**config.mk**
```make
export PLATFORM = sky130hd
export DESIGN_NAME = dmem_lsu
export DESIGN_NICKNAME = d
export VERILOG_FILES = /design/src/rtl/dmem_lsu.sv
export SDC_FILE = /design/constraint.sdc
export NUM_CORES = 1
export LEC_CHECK = 0
export CAP_MARGIN = 20
export CELL_PAD_IN_SITES_DETAIL_PLACEMENT = 0
export CELL_PAD_IN_SITES_GLOBAL_PLACEMENT = 1
export CORE_UTILIZATION = 35
export CTS_BUF_LIST = sky130_fd_sc_hd__clkbuf_4
export DETAILED_ROUTE_END_ITERATION = 6
export HOLD_SLACK_MARGIN = 0.06
export PLACE_DENSITY_LB_ADDON = 0.1
export SETUP_SLACK_MARGIN = 0.2
export SLEW_MARGIN = 10
export SYNTH_ARGS = -nofsm -noshare
export SYNTH_HDL_FRONTEND = slang
export SYNTH_SLANG_ARGS = --single-unit
```
**constraint.sdc**
```tcl
create_clock -name clk -period 6.3 [get_ports clk]
set_clock_uncertainty 0.1 [all_clocks]
set_input_delay 1.26 -clock clk [delete_from_list [all_inputs] [get_ports clk]]
set_output_delay 1.26 -clock clk [all_outputs]
set_load 0.02 [all_outputs]
```
**src/rtl/dmem_lsu.sv**
```systemverilog
// dmem_lsu: RV32I load/store unit in front of a one-cycle-latency word-addressed data memory.
// Four-state sequencer (IDLE/ACCESS/WAIT/RESP) with byte-lane steering and load extension.
`default_nettype none

module dmem_lsu #(
  parameter int XLEN       = 32,
  parameter int DMEM_WIDTH = 12
) (
  input  logic                  clk,
  input  logic                  rst,
  input  logic                  req_valid,
  output logic                  req_ready,
  input  logic                  req_we,
  input  logic [2:0]            req_funct3,
  input  logic [XLEN-1:0]       req_addr,
  input  logic [XLEN-1:0]       req_wdata,
  output logic                  rsp_valid,
  output logic [XLEN-1:0]       rsp_rdata,
  output logic                  rsp_fault,
  output logic [DMEM_WIDTH-1:0] mem_addr,
  output logic [XLEN-1:0]       mem_wdata,
  output logic                  mem_rden,
  output logic                  mem_wren,
  output logic [3:0]            mem_byteena,
  input  logic [XLEN-1:0]       mem_q
);

  localparam logic [1:0] IDLE   = 2'd0;
  localparam logic [1:0] ACCESS = 2'd1;
  localparam logic [1:0] WAIT   = 2'd2;
  localparam logic [1:0] RESP   = 2'd3;

  logic [1:0]      state;
  logic            we_q;
  logic [2:0]      f3_q;
  logic [1:0]      off_q;
  logic            fault_q;
  logic [XLEN-1:0] ld_q;

  logic            accept;
  logic            req_fault;
  logic [3:0]      req_be;
  logic [XLEN-1:0] req_wd;
  logic [XLEN-1:0] ld_shift;
  logic [XLEN-1:0] ld_ext;
  logic            unused_addr_hi;

  // Upper address bits fall outside the memory and simply wrap.
  assign unused_addr_hi = ^req_addr[XLEN-1:DMEM_WIDTH+2];

  assign accept    = req_valid && (state == IDLE);
  assign req_ready = (state == IDLE);

  always_comb begin
    req_fault = 1'b0;
    if (req_we) begin
      req_fault = req_funct3[2] || (req_funct3[1:0] == 2'b11);
    end else begin
      req_fault = (req_funct3 == 3'b011) || (req_funct3[2:1] == 2'b11);
    end
    if ((req_funct3[1:0] == 2'b01) && req_addr[0]) begin
      req_fault = 1'b1;
    end
    if ((req_funct3[1:0] == 2'b10) && (req_addr[1:0] != 2'b00)) begin
      req_fault = 1'b1;
    end
  end

  always_comb begin
    req_be = 4'b1111;
    req_wd = req_wdata;
    case (req_funct3[1:0])
      2'b00: begin
        req_be = 4'b0001 << req_addr[1:0];
        req_wd = {4{req_wdata[7:0]}};
      end
      2'b01: begin
        req_be = 4'b0011 << {req_addr[1], 1'b0};
        req_wd = {2{req_wdata[15:0]}};
      end
      default: begin
        req_be = 4'b1111;
        req_wd = req_wdata;
      end
    endcase
    if (!req_we) begin
      req_be = 4'b1111;
    end
  end

  always_ff @(posedge clk or posedge rst) begin
    if (rst) begin
      state   <= IDLE;
      we_q    <= 1'b0;
      f3_q    <= 3'b000;
      off_q   <= 2'b00;
      fault_q <= 1'b0;
      ld_q    <= '0;
    end else begin
      case (state)
        IDLE: begin
          if (accept) begin
            we_q    <= req_we;
            f3_q    <= req_funct3;
            off_q   <= req_addr[1:0];
            fault_q <= req_fault;
            state   <= req_fault ? RESP : ACCESS;
          end
        end
        ACCESS:  state <= we_q ? RESP : WAIT;
        WAIT: begin
          ld_q  <= mem_q;
          state <= RESP;
        end
        default: state <= IDLE;
      endcase
    end
  end

  // Memory-side registers only move for legal requests; stores alone update write data.
  always_ff @(posedge clk or posedge rst) begin
    if (rst) begin
      mem_addr    <= '0;
      mem_byteena <= 4'b0000;
      mem_wdata   <= '0;
    end else if (accept && !req_fault) begin
      mem_addr    <= req_addr[DMEM_WIDTH+1:2];
      mem_byteena <= req_be;
      if (req_we) begin
        mem_wdata <= req_wd;
      end
    end
  end

  assign mem_rden = (state == ACCESS) && !we_q;
  assign mem_wren = (state == ACCESS) && we_q;

  assign ld_shift = ld_q >> {off_q, 3'b000};

  always_comb begin
    case (f3_q)
      3'b000:  ld_ext = {{24{ld_shift[7]}}, ld_shift[7:0]};
      3'b001:  ld_ext = {{16{ld_shift[15]}}, ld_shift[15:0]};
      3'b100:  ld_ext = {24'd0, ld_shift[7:0]};
      3'b101:  ld_ext = {16'd0, ld_shift[15:0]};
      default: ld_ext = ld_shift;
    endcase
  end

  assign rsp_valid = (state == RESP);
  assign rsp_fault = (state == RESP) && fault_q;
  assign rsp_rdata = ((state == RESP) && !we_q && !fault_q) ? ld_ext : '0;

endmodule

`default_nettype wire

```
-- Yosys cells after proc, flatten, opt, wreduce, memory -nomap -nowiden
Cells that the tools add are included.
- input bits: 103
- output and inout port bits: 85
- logic and storage cells: 56
- register bits: 89
- eq/ne operators: 12
- reduce and logical (&&, ||, !) cells: 20
- shift-type cells: 3
- multiplexer cells: 12
- operator list (cell ; number):
    $pmux 32 s4 ; 1
    $pmux 32 s2 ; 1
    $mux 32 ; 1
    $shr 32x5->32 ; 1
    $eq 2x2->1 const B ; 5
    $logic_and 1x1->1 ; 9
    $pmux 4 s2 ; 1
    $eq 3x3->1 const B ; 2
    $pmux 2 s3 ; 1
    $eq 2x1->1 const B ; 2
    $logic_not 2->1 ; 2
    $mux 1 ; 4
    $mux 2 ; 2
    $mux 4 ; 1
    $reduce_and 2->1 ; 2
    $shl 1x2->4 const A ; 1
    $shl 2x2->4 const A ; 1
    $eq 3x1->1 const B ; 1
    $eq 3x2->1 const B ; 1
    $logic_not 1->1 ; 3
    $logic_not 3->1 ; 1
    $logic_or 1x1->1 ; 2
    $ne 2x1->1 const B ; 1
    $reduce_bool 2->1 ; 1

-- Logic depth before layout (Yosys ltp)
Gate-level depths: netlist of the first run.
- depth in word-level cells: 8
- depth in mapped cells: 7
- mapped depth without buffers: 5

-- Least setup slack after synthesis of the first run
Ideal clock, no wire load.
- kind: reg2out
- start point: register state[0]
- end point: output rsp_rdata[16]
- slack: 3.059 ns
- stages on the path, launching flop included: 6
- path buffers: 1
- data required time: 4.940 ns
- data arrival time: 1.881 ns
- cell sequence: dfrtp_1 > ha_1 > nor3b_1 > clkbuf_1 > nand2_1 > o221ai_1
- word-level cells in the longest chain between the ends: 4
- ends and longest elaborated chain (element ; RTL line ; text):
    start, declared ; 33 ; logic [1:0] state;
    start signal, assigned ; 107 ; state <= req_fault ? RESP : ACCESS;
    start signal, assigned ; 110 ; ACCESS: state <= we_q ? RESP : WAIT;
    $eq 2x2->1 ; - ;
    net rsp_valid ; 17 ; output logic rsp_valid,
    $logic_and 1x1->1 (2 in series) ; 152 ; assign rsp_rdata = ((state == RESP) && !we_q && !fault_q) ? ld_ext : '0;
    $mux 32 ; 152 ;
    end, declared ; 18 ; output logic [XLEN-1:0] rsp_rdata,
The timed path passes the listed nets, and every way through them passes these cells.

-- Worst setup path in the final report of the first run
- start point: register state[0]
- end point: output rsp_rdata[16]
- word-level cells in the longest chain between the ends: 4
- ends and longest elaborated chain (element ; RTL line):
    $eq 2x2->1 ; 152
    $logic_and 1x1->1 (2 in series) ; 152
    $mux 32 ; 152
No other way between the ends.

==> results.sh, run 1 <==
export IMPL_worstReg2RegEnd="mem_addr[10]"
export IMPL_clock_sinks=89
export IMPL_synthFlopType="dfrtp_1"
export IMPL_holdPathStages=1
export IMPL_irDropWorstVdd_mv=0.216
export IMPL_cts_hold_buf=0
export IMPL_grt_pass1_vias=3881
export IMPL_clockBufferDepth=2
export IMPL_boundaryPins=188
export IMPL_fin_crit_sh_pct=74.8
export IMPL_ant_nets=0
export IMPL_ys_ff_latch=89
export IMPL_fillers=1235
export IMPL_dpl_cell_count=725
export IMPL_dr_total_vias=3763
export IMPL_finalCriticalPeriod_ns=4.71
export IMPL_wl_per_cell_um=17.3
export IMPL_cts_made_buffers=9
export IMPL_finalSetupTns_ns=0
export IMPL_post_cts_buffers=0
export IMPL_grt_pass1_wl_um=20800
export IMPL_worstSetupStartpointType="register"
export IMPL_antenna_found_initial=1
export IMPL_rrSetupSlack_ns=3.95
export IMPL_min_delay_start="ld_q[6]"
export IMPL_die_area_sq_mm=0.0142
export IMPL_critical_path_buf_inv_count=1
export IMPL_power_frac_clock_pct=9.9
export IMPL_final_cells=743
export IMPL_grt_overflow=0
export IMPL_tightest_slew_ns=0.926
export IMPL_rows=42
export IMPL_crit_path_end_kind="primary output"
export IMPL_r2r_cells=5
export IMPL_clkSlewWorstSetupHoldPaths_ns=0.14
export IMPL_drt_initial_drc_count=202
export IMPL_fmax_ghz=0.212
export IMPL_synth_cells=403
export IMPL_syn_area_sq_mm=0.00481
export IMPL_hpwlAfterDp_um=9050
export IMPL_fp_dieH_um=119
export IMPL_insertion_delay_ns=0.47
export IMPL_grtUsageMet2_pct=30.6
export IMPL_clockRootBuffer="clkbuf_4"
export IMPL_worstSetupPathDepth=5
export IMPL_max_stage_delay_ns=0.77
export IMPL_multiInputGateArea_sq_mm=0.00242
export IMPL_cts_tree="built"
export IMPL_finalHoldViolations=0
export IMPL_core_sq_mm=0.0133
export IMPL_grt_use_total_pct=19.1
export IMPL_grt_use_met3_pct=7.47
export IMPL_setup_violations=0
export IMPL_nets=669
export IMPL_power_switching_mw=1.22
export IMPL_critical_path_class="reg -> out"
export IMPL_p_int_mw=1.80
export IMPL_cp_arrival_ns=3.35
export IMPL_syn_to_final_growth_pct=40.7
export IMPL_syn_area_per_cell_sq_um=11.9
export IMPL_drv_slew=0
export IMPL_power_leakage_nw=2.73
export IMPL_gp_congestion=0.765
export IMPL_min_to="ld_q[6]"
export IMPL_via_per_inst=5.06
export IMPL_critical_path_top_delay_family="simple AND/OR/NAND/NOR gates"
export IMPL_seqPwrFrac_pct=35.4
export IMPL_power_density_mw_per_mm2=447
export IMPL_cpMaxStageDelayCell="nor3b_2"
export IMPL_run_status="complete, no violations"
export IMPL_initial_core_util_pct=36.0
export IMPL_ctsResizeCount=0
export IMPL_timing_slew_headroom_pct=38.0
export IMPL_dr_pass1_iters=4
export IMPL_route_detailed_drc=0
export IMPL_worstPathCellList="ha_1, nor3b_2, nand4_1, o221ai_1, clkdlybuf4s50_1"
export IMPL_numPortBuffers=169
export IMPL_grt_max_degree=47
export IMPL_met1_usage_pct=24.0
export IMPL_busiest_layer="met2"
export IMPL_drv_cap=0
export IMPL_synth_seq_area_share_pct=46.3
export IMPL_comb_power_share_pct=54.7
export IMPL_synth_cell_types=35
export IMPL_whs_ns=0.418
export IMPL_ff_latch_area_sq_mm=0.00223
export IMPL_cts_htree_levels=3
export IMPL_die_w_um=119
export IMPL_syn_nets=511
export IMPL_critPathMaxFanout=20
export IMPL_required_ns=4.94
export IMPL_async_reset_ff_share_pct=100
export IMPL_holdCritPathClass="reg -> reg"
export IMPL_drive_above_1_share_pct=24.0
export IMPL_rsz0062_at_grt="false"
export IMPL_ys_warn_count=0
export IMPL_rr_startpoint="state[0]"
export IMPL_p_sw_share_pct=40.5
export IMPL_synth_edf_count=0
export IMPL_routed_wl_um=12800
==> layout by cell type (no fill, tap or decap), drive strengths merged, types with 3 or more instances in the layout <==
cell / instances
a211oi: 22
a221oi: 8
a31oi: 8
and2: 3
buf: 8
clkbuf: 9
clkdlybuf4s50: 169
clkinv: 5
dfrtp: 89
ha: 5
inv: 6
mux2: 110
mux2i: 16
nand2: 28
nor2: 8
nor2b: 15
nor4bb: 8
o21ai: 25
o221ai: 7
==> cell type report <==
class	count	area share, %
flip-flops and latches	89	32.9
inverters	5	0.296
clock buffers	9	0.999
repair buffers	177	25.9
clock inverters	7	0.795
diodes	1	0.0370
multi-input cells	279	35.8
well taps	176	3.25
==> worst reg2reg max path, cell delays in order (launching register included) <==
cell     delay (ns)
dfrtp_1        0.44
inv_1          0.09
ha_1           0.27
nand2_1        0.21
a21o_1         0.71
mux2_2         0.43
==> routing by layer <==
| metal | share of wire (%) | up-vias | routed length (um) |
|---|---|---|---|
| li1 | - | 1820 | - |
| met1 | 44 | 1830 | 5650 |
| met2 | 47 | 103 | 6090 |
| met3 | 7.7 | 10 | 982 |
| met4 | 0.87 | 0 | 111 |
| met5 | 0 | - | 0 |
==> cell families after synthesis <==
group | Yosys count | synth area share (%)
multiplexers | 126 | 29.9
AND/OR/NAND/NOR | 68 | 7.70
XOR/XNOR | 1 | 0.182
flip-flops | 89 | 46.3
buffers and inverters | 35 | 3.41
adder cells (fa/ha/maj) | 5 | 1.30
AO/OA/AOI/OAI | 79 | 11.2
==> worst max-delay path by stage <==
stage | startpoint | to | slack (ns)
after detailed placement | state[0] | rsp_rdata[23] | 2.06
after global placement | state[0] | rsp_rdata[23] | 2.10
after floorplan | rst | f3_q[0] | 2.63
after CTS | state[0] | rsp_rdata[23] | 1.50
final | state[0] | rsp_rdata[16] | 1.59
after global routing | state[0] | rsp_rdata[17] | 1.22
==> per-stage QoR <==
stage / util [%] / setup WS, ns / instance area, sq um / total power [mW]
after floorplan: - / 2.63 / 4810 / 2.08
after global placement: 49.7 / 2.10 / 6640 / 2.71
after detailed placement: 49.7 / 2.06 / 6640 / 2.74
after CTS: 50.6 / 1.50 / 6760 / 3.05
after global routing: 50.7 / 1.22 / 6770 / 3.24
final: 50.7 / 1.59 / 6770 / 3.02
==> synth_stat cells (all sizes together) (2+ instances only) <==
| master | n | area share [%] |
|---|---|---|
| a221oi | 8 | 1.5 |
| a211oi | 22 | 3.4 |
| nor4bb | 8 | 1.7 |
| and2 | 3 | 0.39 |
| clkbuf | 19 | 1.5 |
| mux2 | 110 | 27 |
| o211ai | 2 | 0.31 |
| a31oi | 8 | 1.0 |
| nor2 | 8 | 0.62 |
| o221ai | 7 | 1.3 |
| mux2i | 16 | 3.3 |
| dfrtp | 89 | 46 |
| buf | 11 | 1.5 |
| inv | 4 | 0.31 |
| nor2b | 15 | 2.0 |
| ha | 5 | 1.3 |
| o21ai | 25 | 2.6 |
| nand2 | 28 | 2.2 |
| nand4 | 2 | 0.26 |
| o31ai | 2 | 0.31 |
==> power groups by stage <==
stage / Clock (mW) / Combinational [mW] / Sequential [mW]
after global routing: 0.346 / 1.78 / 1.12
after floorplan: 0 / 0.893 / 1.19
final: 0.300 / 1.65 / 1.07
after global placement: 0 / 1.64 / 1.07
after CTS: 0.319 / 1.66 / 1.07
after detailed placement: 0 / 1.66 / 1.08
==> state kept, by name (all words and copies together), names as in the netlist <==
register	flops
mem_addr	12
mem_byteena	4
we_q	1
state	2
ld_q	32
mem_wdata	32
f3_q	3
off_q	2
fault_q	1
(Power assumes the default switching activity.)
==> inputs of run 2 (changes only) <==
- CORE_UTILIZATION: 35 -> 31
- clock period: 6.3 -> 3.9 ns (I/O delays scaled with it)
==> results.sh, run 2 (synthesis gave the netlist of run 1 again) <==
export IMPL_cts_made_buffers=9
export IMPL_power_density_mw_per_mm2=720
export IMPL_route_detailed_drc=0
export IMPL_initial_core_util_pct=31.8
export IMPL_drv_cap=0
export IMPL_drive_above_1_share_pct=25.5
export IMPL_mostFrequentLayoutCell="clkdlybuf4s50_1"
export IMPL_fillers=1435
export IMPL_worstSetupStartpointType="register"
export IMPL_tightest_slew_ns=0.809
export IMPL_cp_arrival_ns=2.76
export IMPL_reg_top3="ld_q: 32 flops, mem_wdata: 32 flops, mem_addr: 12 flops"
export IMPL_clkSlewWorstSetupHoldPaths_ns=0.14
export IMPL_power_leakage_nw=2.79
export IMPL_crit_path_end_kind="primary output"
export IMPL_max_stage_delay_ns=0.69
export IMPL_rr_startpoint="state[0]"
export IMPL_via_per_inst=5.09
export IMPL_drv_slew=0
export IMPL_nets=676
export IMPL_finalCriticalPeriod_ns=3.64
export IMPL_hpwlAfterDp_um=9530
export IMPL_die_area_sq_mm=0.0160
export IMPL_critical_path_class="reg -> out"
export IMPL_required_ns=3.02
export IMPL_grt_max_degree=52
export IMPL_p_int_mw=3.00
export IMPL_run_status="complete, no violations"
export IMPL_ant_nets=0
export IMPL_clockBufferDepth=2
export IMPL_grt_pass1_vias=4049
export IMPL_fp_dieH_um=127
export IMPL_holdPathStages=1
export IMPL_boundaryPins=188
export IMPL_fmax_ghz=0.275
export IMPL_clockRootBuffer="clkbuf_4"
export IMPL_r2r_cells=5
export IMPL_seqPwrFrac_pct=34.8
export IMPL_final_cell_mix="clkdlybuf4s50_1 (168), mux2_2 (100), dfrtp_1 (89)"
export IMPL_syn_to_final_growth_pct=43.0
export IMPL_rsz0062_at_grt="true"
export IMPL_finalSetupTns_ns=0
export IMPL_antenna_found_initial=1
export IMPL_dr_pass1_iters=4
export IMPL_power_switching_mw=1.95
export IMPL_p_sw_share_pct=39.4
export IMPL_numPortBuffers=169
export IMPL_irDropWorstVdd_mv=0.270
export IMPL_grt_use_total_pct=17.3
export IMPL_finalHoldViolations=0
export IMPL_wl_per_cell_um=17.3
export IMPL_grt_pass1_wl_um=21400
export IMPL_cts_htree_levels=3
export IMPL_cpMaxStageDelayCell="clkdlybuf4s50_1"
export IMPL_power_mw=4.95
export IMPL_worstPathCellList="ha_1, nand2_1, a211oi_1, clkdlybuf4s50_1"
export IMPL_holdCritPathClass="reg -> reg"
export IMPL_setup_violations=0
export IMPL_rows=45
export IMPL_dr_total_vias=3873
export IMPL_core_sq_mm=0.0151
export IMPL_critPathMaxFanout=16
export IMPL_rrSetupSlack_ns=1.60
export IMPL_gp_congestion=0.710
export IMPL_die_w_um=127
export IMPL_drt_initial_drc_count=107
export IMPL_comb_power_share_pct=54.8
export IMPL_grt_overflow=0
export IMPL_min_delay_start="ld_q[6]"
export IMPL_timing_slew_headroom_pct=46.1
export IMPL_insertion_delay_ns=0.46
export IMPL_routed_wl_um=13200
export IMPL_cts_tree="built"
export IMPL_power_frac_clock_pct=10.5
export IMPL_worstReg2RegEnd="mem_addr[8]"
export IMPL_fin_crit_sh_pct=93.2
export IMPL_min_to="ld_q[6]"
export IMPL_clock_sinks=89
export IMPL_cts_hold_buf=0
[run 2: changes by cell type in the layout (fill, tap and decap cells not counted), sizes merged]
cell / previous run / this run
buf: 8 / 15
inv: 6 / 3
clkbuf: 9 / 11
bufinv: 0 / 1
clkdlybuf4s50: 169 / 168
clkinv: 5 / 4
dlymetal6s2s: 0 / 1
[run 2: cell type report]
class                      count  area [sq um]  share of cell area [%]
multi-input combinational    279          2440                    35.6
sequential                    89          2230                    32.4
timing repair buffer         184          1820                    26.5
tap                          188           235                    3.42
clock buffer                  11          82.6                    1.20
clock inverter                 4          45.0                   0.655
inverter                       5          20.0                   0.291
antenna                        1          2.50                  0.0364
[run 2: repair_timing]
action | 4_1_cts | 5_1_grt
resized for setup | 1 | 6
cloned | 0 | 0
setup buffers | 1 | 1
setup endpoints to repair | 10 | 21
pin swaps | 1 | 0
[run 2: worst max-delay path: cells and delay by family, from the launching register on]
| family | cells | cell delay, ns |
|---|---|---|
| buffers and inverters | 1 | 0.69 |
| AOI/OAI and AO/OA | 1 | 0.52 |
| DFF | 1 | 0.45 |
| and+or+nand+nor | 1 | 0.39 |
| adders and majority gates | 1 | 0.24 |
[run 2: worst max path at each step]
stage | start | to | slack [ns] | cells after the start
finish | state[0] | rsp_rdata[1] | 0.26 | 4
global route | state[0] | rsp_rdata[1] | 0.1 | 4
CTS | state[0] | rsp_rdata[18] | 0.20 | 5
detailed placement | f3_q[1] | rsp_rdata[23] | 0.70 | 4
global placement | f3_q[1] | rsp_rdata[23] | 0.74 | 4
floorplan | rst | f3_q[0] | 0.71 | 1
[run 2: power by group through the flow]
stage / Sequential (mW) / Clock [mW] / Combinational [mW]
global placement: 1.72 / 0 / 2.69
global route: 1.80 / 0.589 / 2.92
detailed placement: 1.74 / 0 / 2.71
floorplan: 1.92 / 0 / 1.44
CTS: 1.72 / 0.556 / 2.73
finish: 1.72 / 0.519 / 2.71
[run 2: per-layer routing]
| metal | vias up | GRT usage (%) | routed length (um) |
|---|---|---|---|
| met5 | - | 0 | 0 |
| met4 | 0 | 4.89 | 145 |
| met3 | 7 | 6.96 | 1030 |
| met2 | 118 | 29.0 | 6360 |
| met1 | 1918 | 20.5 | 5620 |
| li1 | 1830 | - | - |
[run 2: stage by stage]
step | hold WS [ns] | area, sq um | worst slack [ns] | util [%] | instances
2_1_floorplan | 0.373 | 4810 | 0.713 | - | 403
3_3_place_gp | 0.389 | 6710 | 0.740 | 44.3 | 743
3_5_place_dp | 0.389 | 6710 | 0.696 | 44.3 | 743
4_1_cts | 0.418 | 6850 | 0.202 | 45.2 | 759
5_1_grt | 0.431 | 6880 | 0.0961 | 45.4 | 761
6_report | 0.415 | 6880 | 0.264 | 45.4 | 761
==> inputs of run 3 (changes only) <==
- RECOVER_POWER: default -> 100
==> results.sh, run 3 (synthesis gave the netlist of run 1 again) <==
export IMPL_run_status="finished, violations left"
export IMPL_violations="capacitance limit, slew limit"
export IMPL_fin_crit_sh_pct=93.6
export IMPL_irDropWorstVdd_mv=0.257
export IMPL_cts_htree_levels=3
export IMPL_grt_overflow=0
export IMPL_crit_path_end_kind="primary output"
export IMPL_final_util_pct=45.0
export IMPL_cts_hold_buf=0
export IMPL_drt_initial_drc_count=124
export IMPL_worstSetupStartpointType="register"
export IMPL_required_ns=3.02
export IMPL_grt_max_degree=52
export IMPL_grt_use_met3_pct=6.96
export IMPL_die_w_um=127
export IMPL_critPathMaxFanout=16
export IMPL_dr_pass1_iters=4
export IMPL_cts_tree="built"
export IMPL_critical_path_class="reg -> out"
export IMPL_cts_made_buffers=9
export IMPL_reg_top3="ld_q: 32 flops, mem_wdata: 32 flops, mem_addr: 12 flops"
export IMPL_wl_per_cell_um=17.2
export IMPL_busiest_layer="met2"
export IMPL_critPathCapture="rsp_rdata[1]"
export IMPL_clkSlewWorstSetupHoldPaths_ns=0.14
export IMPL_fmax_ghz=0.274
export IMPL_grt_pass1_wl_um=21400
export IMPL_grtUsageMet2_pct=29.0
export IMPL_final_cells=761
export IMPL_nets=676
export IMPL_finalSetupTns_ns=0
export IMPL_grt_use_total_pct=17.3
export IMPL_placed_area_sq_mm=0.00671
export IMPL_insertion_delay_ns=0.45
export IMPL_power_leakage_nw=2.88
export IMPL_rrSetupSlack_ns=0.68
export IMPL_dpl_cell_count=743
export IMPL_drv_cap=3
export IMPL_cp_arrival_ns=2.77
export IMPL_fillers=1458
export IMPL_holdCritPathClass="reg -> reg"
export IMPL_setup_violations=0
export IMPL_boundaryPins=188
export IMPL_met1_usage_pct=20.5
export IMPL_die_area_sq_mm=0.0160
export IMPL_rsz0062_at_grt="true"
export IMPL_clockBufferDepth=2
export IMPL_power_density_mw_per_mm2=701
export IMPL_antenna_found_initial=1
export IMPL_worstReg2RegEnd="mem_wdata[2]"
export IMPL_tightest_slew_ns=1.91
export IMPL_ant_nets=0
export IMPL_rr_startpoint="state[0]"
export IMPL_grt_pass1_vias=4049
export IMPL_drive_above_1_share_pct=23.1
export IMPL_gp_congestion=0.710
export IMPL_route_detailed_drc=0
export IMPL_finalHoldViolations=0
export IMPL_hpwlAfterDp_um=9530
export IMPL_initial_core_util_pct=31.8
export IMPL_clock_sinks=89
export IMPL_place_ws_ns=0.696
export IMPL_r2r_cells=6
export IMPL_clockRootBuffer="clkbuf_4"
export IMPL_fp_dieH_um=127
export IMPL_fin_area_sq_mm=0.00682
export IMPL_finalCriticalPeriod_ns=3.65
export IMPL_via_per_inst=5.08
export IMPL_dr_total_vias=3866
export IMPL_worst_slack_ns=0.250
export IMPL_timing_slew_headroom_pct=-28.1
export IMPL_numPortBuffers=169
export IMPL_core_sq_mm=0.0151
export IMPL_routed_wl_um=13100
export IMPL_drv_slew=106
export IMPL_rows=45
export IMPL_syn_to_final_growth_pct=41.7
export IMPL_mostFrequentLayoutCell="mux2_2"
export IMPL_crit_start="state[0]"
export IMPL_final_cell_mix="mux2_2 (99), dfrtp_1 (89), dlygate4sd3_1 (85)"
run 3: changes by cell type in the layout (fill, tap and decap cells not counted), moves of 3 or more:
cell / previous run / this run
mux2_4: 10 / 0
mux2_1: 0 / 11
buf_4: 14 / 11
clkdlybuf4s50_1: 168 / 83
clkbuf_1: 0 / 3
dlygate4sd3_1: 0 / 85
run 3: per-layer routing:
| metal | part of all wire (%) | vias to the layer above |
|---|---|---|
| met4 | 1.1 | 0 |
| met3 | 8.2 | 7 |
| met1 | 42 | 1904 |
| li1 | - | 1830 |
| met2 | 48 | 125 |
| met5 | 0 | - |
run 3: worst min-delay path by stage:
stage / end / cells past startpoint / slack [ns] / from
after CTS: ld_q[6] / 1 / 0.42 / ld_q[6]
after floorplan: ld_q[0] / 1 / 0.37 / ld_q[0]
final: mem_byteena[1] / 1 / 0.40 / mem_byteena[1]
after detailed placement: ld_q[6] / 1 / 0.39 / ld_q[6]
after global placement: mem_wdata[3] / 1 / 0.39 / mem_wdata[3]
after global routing: mem_byteena[1] / 1 / 0.42 / mem_byteena[1]
run 3: what timing repair did:
action | in CTS | in global routing
endpoints found under the hold margin | 0 | 0
gates resized for setup | 1 | 6
pin swaps | 1 | 0
setup endpoints to repair | 10 | 21
buffers inserted | 1 | 1
run 3: final cells by class:
class / instances / area [sq um] / share of cell area (%)
antenna: 1 / 2.50 / 0.0367
timing repair buffer: 184 / 1800 / 26.4
sequential: 89 / 2230 / 32.7
inverter: 5 / 20.0 / 0.294
tap: 188 / 235 / 3.45
clock inverter: 4 / 45.0 / 0.661
clock buffer: 11 / 82.6 / 1.21
multi-input combinational: 279 / 2400 / 35.3
run 3: critical path: stages, from the launching register on:
cell and delay (ns):
dfrtp_1 0.45, ha_1 0.24, nand2_1 0.38, a211oi_1 0.51, dlygate4sd3_1 0.74
run 3: power by group:
| part | leakage [nW] | switching, mW | internal [mW] |
|---|---|---|---|
| clock | 0.0680 | 0.314 | 0.203 |
| combinational | 1.74 | 1.29 | 1.27 |
| sequential | 1.08 | 0.328 | 1.38 |
| total | 2.88 | 1.93 | 2.85 |
run 3: per-stage QoR:
stage / total power, mW / hold slack (ns)
5_1_grt: 5.15 / 0.421
4_1_cts: 5.01 / 0.418
6_report: 4.78 / 0.400
2_1_floorplan: 3.37 / 0.373
3_5_place_dp: 4.45 / 0.389
3_3_place_gp: 4.40 / 0.389
